`src/rtl/fp_round_pkg.sv`:
```
// Shared types and constants for the RNE rounding scheduler.
// Latency: n/a (types only). Backpressure: n/a.
package fp_round_pkg;

    localparam int MW   = 27;
    localparam int EW   = 8;
    localparam int FW   = 23;
    localparam int TAGW = 4;

    localparam logic [2:0]    GRS_HALF = 3'b100;
    localparam logic [EW-1:0] EXP_MAX  = '1;

    typedef struct packed {
        logic            src;
        logic [TAGW-1:0] tag;
        logic            sign;
        logic [EW-1:0]   exp;
        logic [MW-1:0]   man;
    } round_req_t;

endpackage

```
`src/rtl/round_rne.sv`:
```
// Combinational round-to-nearest-even of a normalized mantissa with GRS bits.
// Latency: 0 cycles. Backpressure: none, pure combinational.
module round_rne
    import fp_round_pkg::*;
(
    input  logic [MW-1:0] i_man,
    input  logic [EW-1:0] i_exp,
    output logic [FW-1:0] o_man,
    output logic [EW-1:0] o_exp,
    output logic          o_ovf
);

    logic          w_inc;
    logic [MW-3:0] w_t;
    logic [EW-1:0] w_exp_inc;

    always_comb begin
        w_inc     = (i_man[2:0] > GRS_HALF) ||
                    ((i_man[2:0] == GRS_HALF) && i_man[3]);
        w_t       = {1'b0, i_man[MW-1:3]} + {{(MW-3){1'b0}}, w_inc};
        w_exp_inc = i_exp + {{(EW-1){1'b0}}, 1'b1};

        o_man = w_t[FW-1:0];
        o_exp = i_exp;
        o_ovf = 1'b0;

        // Inf/NaN pass their payload through untouched.
        if (i_exp == EXP_MAX) begin
            o_man = i_man[MW-2:3];
        end else if (w_t[MW-3]) begin
            o_exp = w_exp_inc;
            if (w_exp_inc == EXP_MAX) begin
                o_man = '0;
                o_ovf = 1'b1;
            end else begin
                o_man = w_t[FW:1];
            end
        end
    end

endmodule

```
`src/rtl/fp_round_scheduler.sv`:
```
// Round-robin share of one RNE rounding stage between two FMA result producers.
// Latency: 2 cycles accept-to-result. Backpressure: res_ready low holds S2, then S1, then drops req*_ready.
module fp_round_scheduler #(
    parameter int MW   = fp_round_pkg::MW,
    parameter int EW   = fp_round_pkg::EW,
    parameter int TAGW = fp_round_pkg::TAGW
) (
    input  logic            clk,
    input  logic            rst_n,

    input  logic            req0_valid,
    output logic            req0_ready,
    input  logic            req0_sign,
    input  logic [EW-1:0]   req0_exp,
    input  logic [MW-1:0]   req0_man,
    input  logic [TAGW-1:0] req0_tag,

    input  logic            req1_valid,
    output logic            req1_ready,
    input  logic            req1_sign,
    input  logic [EW-1:0]   req1_exp,
    input  logic [MW-1:0]   req1_man,
    input  logic [TAGW-1:0] req1_tag,

    output logic            res_valid,
    input  logic            res_ready,
    output logic            res_src,
    output logic [TAGW-1:0] res_tag,
    output logic            res_sign,
    output logic [EW-1:0]   res_exp,
    output logic [22:0]     res_man,
    output logic            res_ovf
);

    fp_round_pkg::round_req_t r_s1;
    fp_round_pkg::round_req_t w_sel;
    logic                     r_s1_valid;
    logic                     r_rr_ptr;

    logic                     r_res_valid;
    logic                     r_res_src;
    logic [TAGW-1:0]          r_res_tag;
    logic                     r_res_sign;
    logic [EW-1:0]            r_res_exp;
    logic [22:0]              r_res_man;
    logic                     r_res_ovf;

    logic                     w_s2_free;
    logic                     w_s1_adv;
    logic                     w_s1_free;
    logic                     w_gnt0;
    logic                     w_gnt1;
    logic                     w_accept;
    logic [22:0]              w_rnd_man;
    logic [EW-1:0]            w_rnd_exp;
    logic                     w_rnd_ovf;

    assign w_s2_free = !r_res_valid || res_ready;
    assign w_s1_adv  = r_s1_valid && w_s2_free;
    assign w_s1_free = !r_s1_valid || w_s1_adv;

    // r_rr_ptr names the requester favoured when both are valid.
    assign w_gnt0 = req0_valid && (!req1_valid || !r_rr_ptr);
    assign w_gnt1 = req1_valid && (!req0_valid ||  r_rr_ptr);

    assign req0_ready = w_gnt0 && w_s1_free;
    assign req1_ready = w_gnt1 && w_s1_free;
    assign w_accept   = req0_ready || req1_ready;

    always_comb begin
        w_sel.src  = w_gnt1;
        w_sel.tag  = req0_tag;
        w_sel.sign = req0_sign;
        w_sel.exp  = req0_exp;
        w_sel.man  = req0_man;
        if (w_gnt1) begin
            w_sel.tag  = req1_tag;
            w_sel.sign = req1_sign;
            w_sel.exp  = req1_exp;
            w_sel.man  = req1_man;
        end
    end

    always_ff @(posedge clk or negedge rst_n) begin
        if (!rst_n) begin
            r_s1       <= '0;
            r_s1_valid <= 1'b0;
            r_rr_ptr   <= 1'b0;
        end else if (w_accept) begin
            r_s1       <= w_sel;
            r_s1_valid <= 1'b1;
            r_rr_ptr   <= ~w_sel.src;
        end else if (w_s1_adv) begin
            r_s1_valid <= 1'b0;
        end
    end

    round_rne u_round (
        .i_man (r_s1.man),
        .i_exp (r_s1.exp),
        .o_man (w_rnd_man),
        .o_exp (w_rnd_exp),
        .o_ovf (w_rnd_ovf)
    );

    always_ff @(posedge clk or negedge rst_n) begin
        if (!rst_n) begin
            r_res_valid <= 1'b0;
            r_res_src   <= 1'b0;
            r_res_tag   <= '0;
            r_res_sign  <= 1'b0;
            r_res_exp   <= '0;
            r_res_man   <= '0;
            r_res_ovf   <= 1'b0;
        end else if (w_s1_adv) begin
            r_res_valid <= 1'b1;
            r_res_src   <= r_s1.src;
            r_res_tag   <= r_s1.tag;
            r_res_sign  <= r_s1.sign;
            r_res_exp   <= w_rnd_exp;
            r_res_man   <= w_rnd_man;
            r_res_ovf   <= w_rnd_ovf;
        end else if (res_ready) begin
            r_res_valid <= 1'b0;
        end
    end

    assign res_valid = r_res_valid;
    assign res_src   = r_res_src;
    assign res_tag   = r_res_tag;
    assign res_sign  = r_res_sign;
    assign res_exp   = r_res_exp;
    assign res_man   = r_res_man;
    assign res_ovf   = r_res_ovf;

endmodule

```
`config.mk`:
```
export PLATFORM = sky130hd
export DESIGN_NAME = fp_round_scheduler
export DESIGN_NICKNAME = d
export VERILOG_FILES = /design/src/rtl/fp_round_pkg.sv /design/src/rtl/round_rne.sv /design/src/rtl/fp_round_scheduler.sv
export SDC_FILE = /design/constraint.sdc
export NUM_CORES = 1
export LEC_CHECK = 0
export CAP_MARGIN = 20
export CORE_MARGIN = 3
export CORE_UTILIZATION = 48
export CTS_BUF_LIST = sky130_fd_sc_hd__clkbuf_8 sky130_fd_sc_hd__clkbuf_16
export DETAILED_ROUTE_END_ITERATION = 6
export MAX_ROUTING_LAYER = met4
export PLACE_DENSITY = 0.81
export SYNTH_ARGS = -nofsm -noshare
export SYNTH_HDL_FRONTEND = slang
export SYNTH_SLANG_ARGS = --single-unit
```
`constraint.sdc`:
```
create_clock -name clk -period 2.48 [get_ports clk]
set_input_delay 0.496 -clock clk [delete_from_list [all_inputs] [get_ports clk]]
set_output_delay 0.496 -clock clk [all_outputs]
set_load 0.1 [all_outputs]
```
==> results of run 1 <==
-- routing by layer --
metal  global-route usage, %  up-vias  share of wire (%)
met5                       -        -                  0
met4                    6.63        0                1.4
met3                    5.98       21                7.4
met2                    40.2      168                 47
met1                    34.7     2009                 44
li1                        -     1962                  -
-- metrics by stage --
step           cell area [sq um]  setup WS (ns)  TNS, ns  instances
4_1_cts                     5820         0.0711        0        709
6_report                    5850          0.182        0        709
2_1_floorplan               4250          0.226        0        475
5_1_grt                     5850         0.0414        0        709
3_3_place_gp                5590          0.122        0        693
3_5_place_dp                5590        -0.0524  -0.0524        693
-- logic make-up (layout without fill, tap and decap cells) --
logic type | after synthesis | count (layout) | share of synthesized area (%)
xor+xnor | 8 | 8 | 1.65
fa+ha+maj | 3 | 3 | 0.885
compound gates | 120 | 120 | 20.0
flops | 82 | 82 | 48.3
mux | 5 | 5 | 1.18
buf+inv | 42 | 171 | 4.13
simple gates | 215 | 215 | 23.8
-- cell usage after synthesis, types with 3 or more instances --
cell      count
clkbuf_1     24
a21oi_1       8
a32oi_1       3
ha_1          3
or4_1         5
and3_1        7
xnor2_1       5
o21ai_0      21
o31ai_1       5
nand2_1     124
and2_1        4
xor2_1        3
a22oi_1      39
nand4_1      12
inv_1         8
nand3_1      13
buf_2         6
o211ai_1      4
dfrtp_1      82
nand2b_1      3
and4_1        4
mux2i_1       5
a31oi_1      21
nor3_1        3
nor4_1        3
nor2_1       23
-- report_power, final --
part / internal, W / leakage, nW / switching, W
clock: 0.000627 / 0.116 / 0.000488
combinational: 0.00115 / 1.46 / 0.00337
sequential: 0.00192 / 0.976 / 0.000567
total: 0.00370 / 2.56 / 0.00443
-- what timing repair did --
action                                  in CTS  in global routing
endpoints found under the setup margin       2                 18
resized for setup                            1                  5
pin swaps                                    0                  1
-- sequential cells by signal (all words and copies together) (netlist names) --
name	flops
res_sign	1
res_valid	1
res_src	1
res_exp	8
r_s1_valid	1
res_ovf	1
r_s1	41
res_tag	4
r_rr_ptr	1
res_man	23
-- path summary, 6_finish.rpt --
check / from / cells after the start / slack [ns] / to
min in group clk: r_s1[36] / 2 / 0.48 / res_tag[0]
worst min register to register: r_s1[36] / 2 / 0.48 / res_tag[0]
worst min-delay path: rst_n / 2 / 0.16 / r_s1[13]
worst max register to register: r_s1[28] / 6 / 0.18 / res_man[10]
worst max-delay path: r_s1[28] / 6 / 0.18 / res_man[10]
max in group asynchronous: rst_n / 2 / 2.00 / res_exp[3]
-- placed cells by master, fill, tap and decap left out, types with 4 or more instances in the layout --
cell type / Yosys / final
dfrtp_1: 82 / 82
a21oi_1: 8 / 8
clkbuf_8: 0 / 11
o211ai_1: 4 / 4
inv_1: 8 / 8
mux2i_1: 5 / 5
nand3_1: 13 / 12
buf_4: 2 / 61
xnor2_1: 5 / 5
and4_1: 4 / 4
nand2_1: 124 / 124
a31oi_1: 21 / 21
o31ai_1: 5 / 5
and3_1: 7 / 7
clkdlybuf4s50_1: 0 / 83
or4_1: 5 / 5
nor2_1: 23 / 22
a22oi_1: 39 / 39
o21ai_0: 21 / 21
nand4_1: 12 / 12
-- final cells by class --
cell class	count	area [sq um]	area share, %
flip-flops and latches	82	2050	35.1
multi-input cells	351	2050	35.0
repair buffers	147	1350	23.1
clock buffers	11	151	2.59
well taps	105	131	2.25
clock inverters	5	85.1	1.45
inverters	8	30.0	0.513
==> key figures, run 1 <==
CTS
  – Sink Count: between 80 and 90
  – Post-CTS Setup Bufs: 0
  – TritonCTS clock tree: yes
  – Inserted Clock Buffers: 9
  – Clk Latency, worst-skew pair: 0.36 ns
  – CTS H-tree lvls: 3
  – Clock-pin slew on the worst setup and hold paths: 0.08 ns
  – CTS root buffer: clkbuf_8
  – # hold bufs at CTS: 0
  – Worst-case clock buffer depth: 2

Yosys
  – Post-synth top area share: 48.3%
  – Fraction of registers with async set/reset: between 90% and 100%
  – Yosys top cell by area: dfrtp_1
  – Number of synthesized flops with an enable pin: 0
  – FF+latch count, synth: 82
  – Synth Net Count: 563
  – Synthesized cell area: between 4000 and 5000 sq um
  – Seq/Total Area, Yosys: 48.3%
  – Mean post-synth cell area: 8.93 sq um
  – Netlist cell types: 54
  – Area contributors post-synth: dfrtp_1 48%, nand2_1 11%, a22oi_1 6.9%
  – Yosys warnings: 0
  – Main synth FF type: dfrtp_1
  – Gate Count Post-Synth: about 480

Floorplan
  – Core area: 8380 sq um
  – Core Rows: 33
  – Die area: 10000 sq um
  – Die Ht: roughly 100 um
  – Initial Util: 50.6%
  – Die width: 100 um
  – I/O Pins: 126

Route
  – Number of remaining DRC errors: 0
  – Routed Antenna Nets: 0
  – Vias/cell: 5.87
  – DR vias: 4160
  – Initial DRC Count: 288
  – Routed WL: 12200 um
  – WL per Instance: 17.1 um
  – First-pass detailed-route iteration total: 5

Global routing
  – First-pass GRT wire length: 20400 um
  – Initial antenna violation count: 0
  – Largest net degree at the start of global routing: 83
  – Vias in the first global route: roughly 4.2k
  – Overall Global Routing Usage: 25.9%
  – Grt ovf: 0

Worst setup path
  – Critical path buffers and inverters: 0
  – CP endpoint kind: register
  – Slowest CP cell: a2111o_1
  – CP Cell Sequence: ha_2 > nand3_2 > or3_1 > a2111o_1 > a31oi_4 > a41oi_2
  – Crit path DAT: 2.52 ns
  – CP startpoint kind: register
  – CP required: around 2.7 ns
  – Largest stage delay, worst path: between 0.5 and 0.6 ns
  – Top Family by Delay on Critical Path: compound AO/OA/AOI/OAI gates
  – Critical path type: register to register
  – Crit path max fanout: 8

STA
  – Min Hold Slack: 0.164 ns
  – Final Critical Period: ~2.3 ns
  – Least-Margin Pin Slew: 0.637 ns
  – Hold violation count in the final report: 0
  – Fin. max-slew vios: 0
  – Part of the cycle the worst path needs: 92.7%
  – Skew final: 0.0102 ns
  – RSZ-0062 raised after global routing: false
  – Final setup fails: 0
  – Fmax: 435 MHz
  – Slew Limit Headroom: 57.4%

Power
  – VDD IR max: 0.871 mV
  – LEAKAGE: 2.56 nW
  – PD cells: between 1000 and 1500 nW/um^2
  – Total chip power: 0.00813 W

Placed design
  – RD Place Congestion: ~0.91
  – DP HPWL: 8910 um
  – # port buffers: 125

Hold path
  – Hold Path Class: primary input to asynchronous set/reset pin

Flow run
  – Max Cap Viol: 0

Outcome
  – Run status: finished clean

Finish
  – N_diodes: 0
  – Final design utilization: 69.8%
  – Final nets: 687
  – Layout cells sized above 1: 15.9%
  – Area grow syn2layout: 37.8%
  – # fillers: 674
Note: power is estimated with default switching activity, not from simulation.
==> run 2, diff against run 1 <==
--- a/config.mk
+++ b/config.mk
@@ -15,3 +15,4 @@
 export SYNTH_ARGS = -nofsm -noshare
 export SYNTH_HDL_FRONTEND = slang
 export SYNTH_SLANG_ARGS = --single-unit
+export TNS_END_PERCENT = 20
==> results of run 2 <==
Final layout, timing and power as in run 1 (identical DEF).
==> run 3, diff against run 2 <==
--- a/config.mk
+++ b/config.mk
@@ -5,7 +5,6 @@
 export SDC_FILE = /design/constraint.sdc
 export NUM_CORES = 1
 export LEC_CHECK = 0
-export CAP_MARGIN = 20
 export CORE_MARGIN = 3
 export CORE_UTILIZATION = 48
 export CTS_BUF_LIST = sky130_fd_sc_hd__clkbuf_8 sky130_fd_sc_hd__clkbuf_16
==> results of run 3 <==
Final layout, timing and power as in run 1 (identical DEF).
